--- config.mk ---
export PLATFORM = sky130hd
export DESIGN_NAME = ccff_multi_loader
export DESIGN_NICKNAME = d
export VERILOG_FILES = /design/src/rtl/ccff_multi_loader.sv
export SDC_FILE = /design/constraint.sdc
export NUM_CORES = 1
export LEC_CHECK = 0
export ABC_AREA = 1
export BUFFER_PORTS_ARGS = -buffer_cell sky130_fd_sc_hd__buf_2
export CAP_MARGIN = 15
export CORE_MARGIN = 2
export CORE_UTILIZATION = 48
export CTS_CLUSTER_SIZE = 28
export DETAILED_ROUTE_END_ITERATION = 12
export GPL_TIMING_DRIVEN = 0
export PLACE_DENSITY = 0.78
export SLEW_MARGIN = 20
export SYNTH_ARGS = -nofsm -noshare
export SYNTH_HDL_FRONTEND = slang
export SYNTH_SLANG_ARGS = --single-unit
--- constraint.sdc ---
create_clock -name prog_clk -period 2.25 [get_ports prog_clk]
set_input_delay 0.3375 -clock prog_clk [delete_from_list [all_inputs] [get_ports prog_clk]]
set_output_delay 0.3375 -clock prog_clk [all_outputs]
set_load 0.05 [all_outputs]
--- src/rtl/ccff_multi_loader.sv ---
// Streams a bitstream into NUM_CHAINS parallel ccff chains, one bit per chain per accepted word.
// Latency: ccff_head/chain_en update 1 cycle after handshake or state entry; done 1 cycle after the last word.
// Backpressure: in_ready only in LOAD (dropped by abort); a cycle without handshake freezes the chains.
// Optional: define CCFF_TAIL_CHECK_EN for flush + marker injection and per-chain tail verification.
module ccff_multi_loader #(
  parameter int NUM_CHAINS = 4,
  parameter int CHAIN_LEN  = 7424,
  parameter int CNT_W      = $clog2(CHAIN_LEN + 1)
) (
  input  logic                  prog_clk,
  input  logic                  pReset,
  input  logic                  start,
  input  logic                  abort,
  input  logic                  in_valid,
  output logic                  in_ready,
  input  logic [NUM_CHAINS-1:0] in_data,
  output logic [NUM_CHAINS-1:0] ccff_head,
  output logic                  chain_en,
  input  logic [NUM_CHAINS-1:0] ccff_tail,
  output logic                  busy,
  output logic                  done,
  output logic                  err,
  output logic [NUM_CHAINS-1:0] err_chain
);

  typedef enum logic [2:0] {
    ST_IDLE   = 3'd0,
    ST_FLUSH  = 3'd1,
    ST_MARKER = 3'd2,
    ST_LOAD   = 3'd3,
    ST_DONE   = 3'd4
  } state_t;

  // Counter compare points: last word/flush cycle, and the word whose shift lands the marker on the tail.
  localparam logic [CNT_W-1:0] CNT_LAST = CNT_W'(CHAIN_LEN - 1);
  localparam logic [CNT_W-1:0] CNT_PRE  = CNT_W'(CHAIN_LEN - 2);

`ifdef CCFF_TAIL_CHECK_EN
  localparam state_t ST_FIRST = ST_FLUSH;
`else
  localparam state_t ST_FIRST = ST_LOAD;
`endif

  state_t                  state_q, state_d;
  logic [CNT_W-1:0]        cnt_q, cnt_d;
  logic [NUM_CHAINS-1:0]   head_d;
  logic                    en_d;
  logic                    done_d;
  logic                    clr_err;
`ifdef CCFF_TAIL_CHECK_EN
  logic                    chk_d, exp_d;
`endif

  assign busy = (state_q != ST_IDLE) && (state_q != ST_DONE);

  // Next-state, counter and registered-output decode; abort overrides everything else.
  always_comb begin
    state_d  = state_q;
    cnt_d    = cnt_q;
    head_d   = ccff_head;
    en_d     = 1'b0;
    done_d   = done;
    clr_err  = 1'b0;
    in_ready = 1'b0;
`ifdef CCFF_TAIL_CHECK_EN
    chk_d    = 1'b0;
    exp_d    = 1'b0;
`endif
    if (abort) begin
      state_d = ST_IDLE;
      cnt_d   = '0;
      head_d  = '0;
      done_d  = 1'b0;
    end else begin
      case (state_q)
        ST_IDLE: begin
          head_d = '0;
          if (start) begin
            clr_err = 1'b1;
            done_d  = 1'b0;
            cnt_d   = '0;
            state_d = ST_FIRST;
          end
        end
`ifdef CCFF_TAIL_CHECK_EN
        ST_FLUSH: begin
          head_d = '0;
          en_d   = 1'b1;
          if (cnt_q == CNT_LAST) begin
            // Only the final flush shift is checked: earlier tails still show stale contents.
            chk_d   = 1'b1;
            exp_d   = 1'b0;
            cnt_d   = '0;
            state_d = ST_MARKER;
          end else begin
            cnt_d = cnt_q + CNT_W'(1);
          end
        end
        ST_MARKER: begin
          head_d  = '1;
          en_d    = 1'b1;
          cnt_d   = '0;
          state_d = ST_LOAD;
        end
`endif
        ST_LOAD: begin
          in_ready = 1'b1;
          if (in_valid) begin
            head_d = in_data;
            en_d   = 1'b1;
`ifdef CCFF_TAIL_CHECK_EN
            // Data shift cnt+1: marker must reach the tail on shift CHAIN_LEN-1; the last shift is unchecked.
            chk_d  = (cnt_q != CNT_LAST);
            exp_d  = (cnt_q == CNT_PRE);
`endif
            if (cnt_q == CNT_LAST) begin
              cnt_d   = '0;
              done_d  = 1'b1;
              state_d = ST_DONE;
            end else begin
              cnt_d = cnt_q + CNT_W'(1);
            end
          end
        end
        ST_DONE: begin
          if (start) begin
            clr_err = 1'b1;
            done_d  = 1'b0;
            cnt_d   = '0;
            state_d = ST_FIRST;
          end
        end
        default: begin
          state_d = ST_IDLE;
          cnt_d   = '0;
          head_d  = '0;
        end
      endcase
    end
  end

  // State register plus registered chain drive, so head and enable always move together.
  always_ff @(posedge prog_clk or negedge pReset) begin
    if (!pReset) begin
      state_q   <= ST_IDLE;
      cnt_q     <= '0;
      ccff_head <= '0;
      chain_en  <= 1'b0;
      done      <= 1'b0;
    end else begin
      state_q   <= state_d;
      cnt_q     <= cnt_d;
      ccff_head <= head_d;
      chain_en  <= en_d;
      done      <= done_d;
    end
  end

`ifdef CCFF_TAIL_CHECK_EN
  logic chk_q, exp_q;
  logic shift_d, chk_s, exp_s;

  // Carry the expected-tail tag alongside chain_en, then one more cycle to meet the settled tail.
  always_ff @(posedge prog_clk or negedge pReset) begin
    if (!pReset) begin
      chk_q     <= 1'b0;
      exp_q     <= 1'b0;
      shift_d   <= 1'b0;
      chk_s     <= 1'b0;
      exp_s     <= 1'b0;
      err_chain <= '0;
    end else begin
      chk_q   <= chk_d;
      exp_q   <= exp_d;
      shift_d <= chain_en;
      chk_s   <= chk_q;
      exp_s   <= exp_q;
      // A new load clears the flags and drops any compare still pending from the previous one.
      if (clr_err)
        err_chain <= '0;
      else if (shift_d && chk_s)
        err_chain <= err_chain | (ccff_tail ^ {NUM_CHAINS{exp_s}});
    end
  end

  assign err = |err_chain;
`else
  logic unused_sig;
  assign unused_sig = ^{ccff_tail, clr_err};
  assign err_chain  = '0;
  assign err        = 1'b0;
`endif

endmodule
[After elaboration in Yosys (flattened, before gate mapping)]
Cells that the tools add are included.
Cells by class
  add/sub/neg operators: 1
  equal/unequal tests: 8
  multiplexer cells: 23
  reduce and logical (&&, ||, !) cells: 9
Operator list (count)
  two-way mux 13 bit: 4
  one-hot mux 13 bit (2 select lines): 1
  adder 13 x 1 -> 13 bit, second input constant: 1
  equality test 13 bit, second input constant: 1
  two-way mux 3 bit: 4
  two-way mux 1 bit: 9
  inequality test 3 bit, second input constant: 3
  two-way mux 4 bit: 2
  one-hot mux 4 bit (2 select lines): 1
  one-hot mux 3 bit (2 select lines): 1
  nonzero test 3 bit: 2
  AND reduction 2 bit: 2
  AND reduction 4 bit: 1
  equality test 3 x 2 -> 1 bit, second input constant: 1
  equality test 3 bit, second input constant: 1
  zero test 3 bit: 1
  inequality test 3 x 1 -> 1 bit, second input constant: 1
  AND reduction 3 bit: 1
  inequality test 2 bit, second input constant: 1
  one-hot mux 1 bit (2 select lines): 1
  OR reduction 2 bit: 1
  logical AND 1 bit: 1
Word-level totals
  flip-flop bits (word level): 22
  output and inout port bits: 13
  word-level logic and storage cells: 46

[Logic depth before layout (Yosys ltp)]
  depth after elaboration: 5
  gate-level depth with buffers: 10

[Least setup slack after synthesis]
Ideal clock, no wire load.
  path type: register -> register
  start: register state_q[2]
  end: register state_q[2]
  data arrival time: 1.283 ns
  data required time: 2.133 ns
  slack: 0.850 ns
  stages on the path, launching flop included: 9
  buffers on the path: 0
  clock period less this slack: 1.400 ns
  cell sequence: dfrtp_1 > inv_1 > nand2_1 > nor2_4 > nand2_1 > nand2_4 > inv_2 > nand2_1 > nand2_1
Between the ends
  cells in the longest elaborated chain, start to end: 4
RTL lines
  start: declaration: line 44  | state_t state_q, state_d;
  start signal: assignment: line 151  | state_q <= state_d;
  equality test 3 bit or zero test 3 bit (tied branches): line 75  | case (state_q)
  OR reduction 2 bit (no source line)
  inequality test 3 x 1 -> 1 bit (no source line) or one-hot mux 3 bit (2 select lines) (tied branches)
  AND reduction 3 bit (no source line) or two-way mux 3 bit (tied branches)
Parallel ways exist; a longest one is shown, timed or not.
A chain may end at the register's enable or synchronous reset.

[Worst setup path after layout]
  start: register state_q[2]
  end: output port in_ready
Between the ends
  cells in the longest elaborated chain, start to end: 3
RTL lines
  equality test 3 x 2 -> 1 bit: line 75
  two-way mux 1 bit: line 75
  two-way mux 1 bit: line 69  | if (abort) begin
  end: declaration: line 15  | output logic in_ready,
No other way between the ends.

==> flow_summary.toml <==
[logic_synthesis]
yosys.area.top_type = "dfrtp_1"
yosysTopAreaCellShare = 0.439
syn_inst = 162
yosys_warnings = 0
seq_area_frac_synth = 0.439
synth_compound_area_frac = 0.0565
synth_top_family_by_area = "simple AND/OR/NAND/NOR gates"
synth_fa_ha_area_frac = 0.0105
synth-seq-cells = 21
synthMuxAreaShare = 0.00837
synth-simple-area-share = 0.362
netlist_area_um2 = 1200
ys_types = 24
syn_avg_cell_area_um2 = 7.38
synth_area_leaders = "dfrtp_1 (44%), nand2_1 (13%), nor2_1 (8.8%)"
synth-xor-area-share = 0.00732

[timing]
setup-violations-final = 0
period_needed_ns = 1.69
rsz0062_at_grt = "false"
fin_crit_sh = 0.750
hold_violations = 0
fmaxAchievable_mhz = 592
skew_ns = 0.00578
drv_slew = 0
setup_slack_ns = 0.562
fin_tns_setup_ns = 0

[clocking]
ctsResizeCount = 0
root_buffer = "clkbuf_4"
clkTransAtPathRegs_ns = 0.13
cts_buffers = 3
clk_latency_ns = 0.32
htreeDepth = 1
cts_tree = "done"
postCtsSetupRepairBufs = 0
clockBufferDepth = 2
cts_num_sinks = 21
postCtsHoldBufs = 1

[pwr]
ir_drop_mv = 0.639
powerDensity_nw_per_um2 = 819
p_leak_nw = 0.684

[finish]
syn_to_final_growth_pct = 14.4
nNetsFinal = 202
drive_gt1_frac = 0.209
antennaDiodeCount = 0
final_util = 0.568
instances_no_fill = 217

[worst_setup_path]
critPathCaptureType = "output port"
cp.required_ns = 1.91
path_class = "reg2out"
cp.arrival_ns = 1.35
crit_path_start_kind = "flip-flop"
crit_path_max_fanout = 5

[routing]
drcViolationCount = 0
dr.first_iter.drc_count = 15
antenna_left = 0
dr.pass1.iters = 4
viasPerCell = 4.74
vias = 1028
wl_um = 2280
wl_per_cell_um = 10.5

[global_route]
grt_max_degree = 22
overflow = 0
grt_pass1_wl_um = 3970
grt_pass1_vias = 941
track_usage = 0.194
grt_antenna_before_repair = 0

[placed_design]
io_buffer_count = 16
dp_slack_ns = 0.656
dp_cells = 212
place_congestion = 0.857
dp_hpwl_um = 1760

[die]
die_y_um = 53.9
start_util = 0.496
rows = 18
pin_count = 26
core_um2 = 2410
die_w_um = 53.9
die_area_um2 = 2910

[flow_run]
cap_violations = 0

[outcome]
outcome = "finished clean"

[worst_hold_path]
hp-class = "in2reg"
## sequential cells by signal, summed over array words and instances, names as in the netlist
register,cells
chain_en,1
done,1
state_q,2
ccff_head,4
cnt_q,13
## stage by stage
stage / power (mW) / hold WS [ns] / instance area, um^2
after floorplan: 0.822 / 0.0419 / 1210
after global placement: 0.917 / 0.317 / 1330
after detailed placement: 0.931 / 0.320 / 1330
after CTS: 1.13 / 0.205 / 1370
after global routing: 1.19 / 0.206 / 1370
final: 1.12 / 0.209 / 1370
## layer usage
layer | share of wire | vias to the layer above | track usage
li1 | - | 537 | -
met3 | 0.049 | 4 | 0.0639
met1 | 0.43 | 458 | 0.214
met5 | 0 | - | 0
met4 | 0.014 | 0 | 0.0684
met2 | 0.51 | 29 | 0.343
## final cells by class
type                       instances  area [um^2]
clock buffer                       3         22.5
multi-input combinational        116          551
timing repair buffer              17         90.1
clock inverter                     1         7.51
buffer                             7         52.6
inverter                          22         82.6
sequential                        21          526
fill                             230         1040
tap                               30         37.5
## worst max-delay path, cell delays in order (launching register included)
cell and delay, ns:
dfrtp_1 0.41, inv_1 0.07, nand2_1 0.10, nor2_4 0.16, buf_2 0.29
## worst paths after layout
path / end / cells after the start / start / slack, ns
setup / recovery: in_ready / 4 / state_q[2] / 0.56
hold / removal: ccff_head[1] / 3 / in_data[1] / 0.21
setup reg to reg: state_q[2] / 9 / cnt_q[0] / 0.61
hold reg to reg: done / 2 / done / 0.49
max in group asynchronous: state_q[2] / 2 / pReset / 1.45
min in group asynchronous: state_q[1] / 2 / pReset / 0.48
## cells in the mapped netlist
library cell / n
nand2_1: 41
clkbuf_1: 1
a21oi_1: 2
nand3b_1: 1
buf_6: 1
o21ai_1: 1
dfrtp_1: 21
o21ai_0: 6
nand2_2: 5
mux2i_1: 1
conb_1: 1
buf_4: 5
xnor2_1: 1
inv_2: 2
nand4_1: 2
nor2_4: 3
inv_1: 20
nor3_1: 2
nor2_1: 28
nand2_4: 1
nand3_1: 11
o21bai_1: 3
ha_1: 1
nor2_2: 2
## placed cells by master (no fill, tap or decap), types with 2 or more instances in the layout
master    instances
buf_4             5
o21ai_0           6
buf_2            16
nand2_2           5
nor2_1           28
o21bai_1          3
nand2_1          41
nor2_4            3
nor2_2            2
inv_1            20
nand3_1          11
a21oi_1           2
conb_1            5
nor3_1            2
clkbuf_4          3
dfrtp_1          21
inv_2             2
nand4_1           2
## cells by family (layout without fill, tap and decap cells)
family                     after synthesis  after routing
and+or+nand+nor                         96             96
buffers and inverters                   29             50
DFF                                     21             21
AOI/OAI and AO/OA                       12             12
adders and majority gates                1              1
other                                    1              5
xor gates and xnor gates                 1              1
muxes                                    1              1
## where the power goes
group          switching (mW)  total (mW)  internal (mW)  leakage (nW)
clock                   0.129       0.198         0.0681        0.0139
combinational           0.340       0.457          0.117         0.383
sequential             0.0435       0.466          0.422         0.288
total                   0.513        1.12          0.607         0.684
No activity file was read; power rests on OpenSTA's default activity.
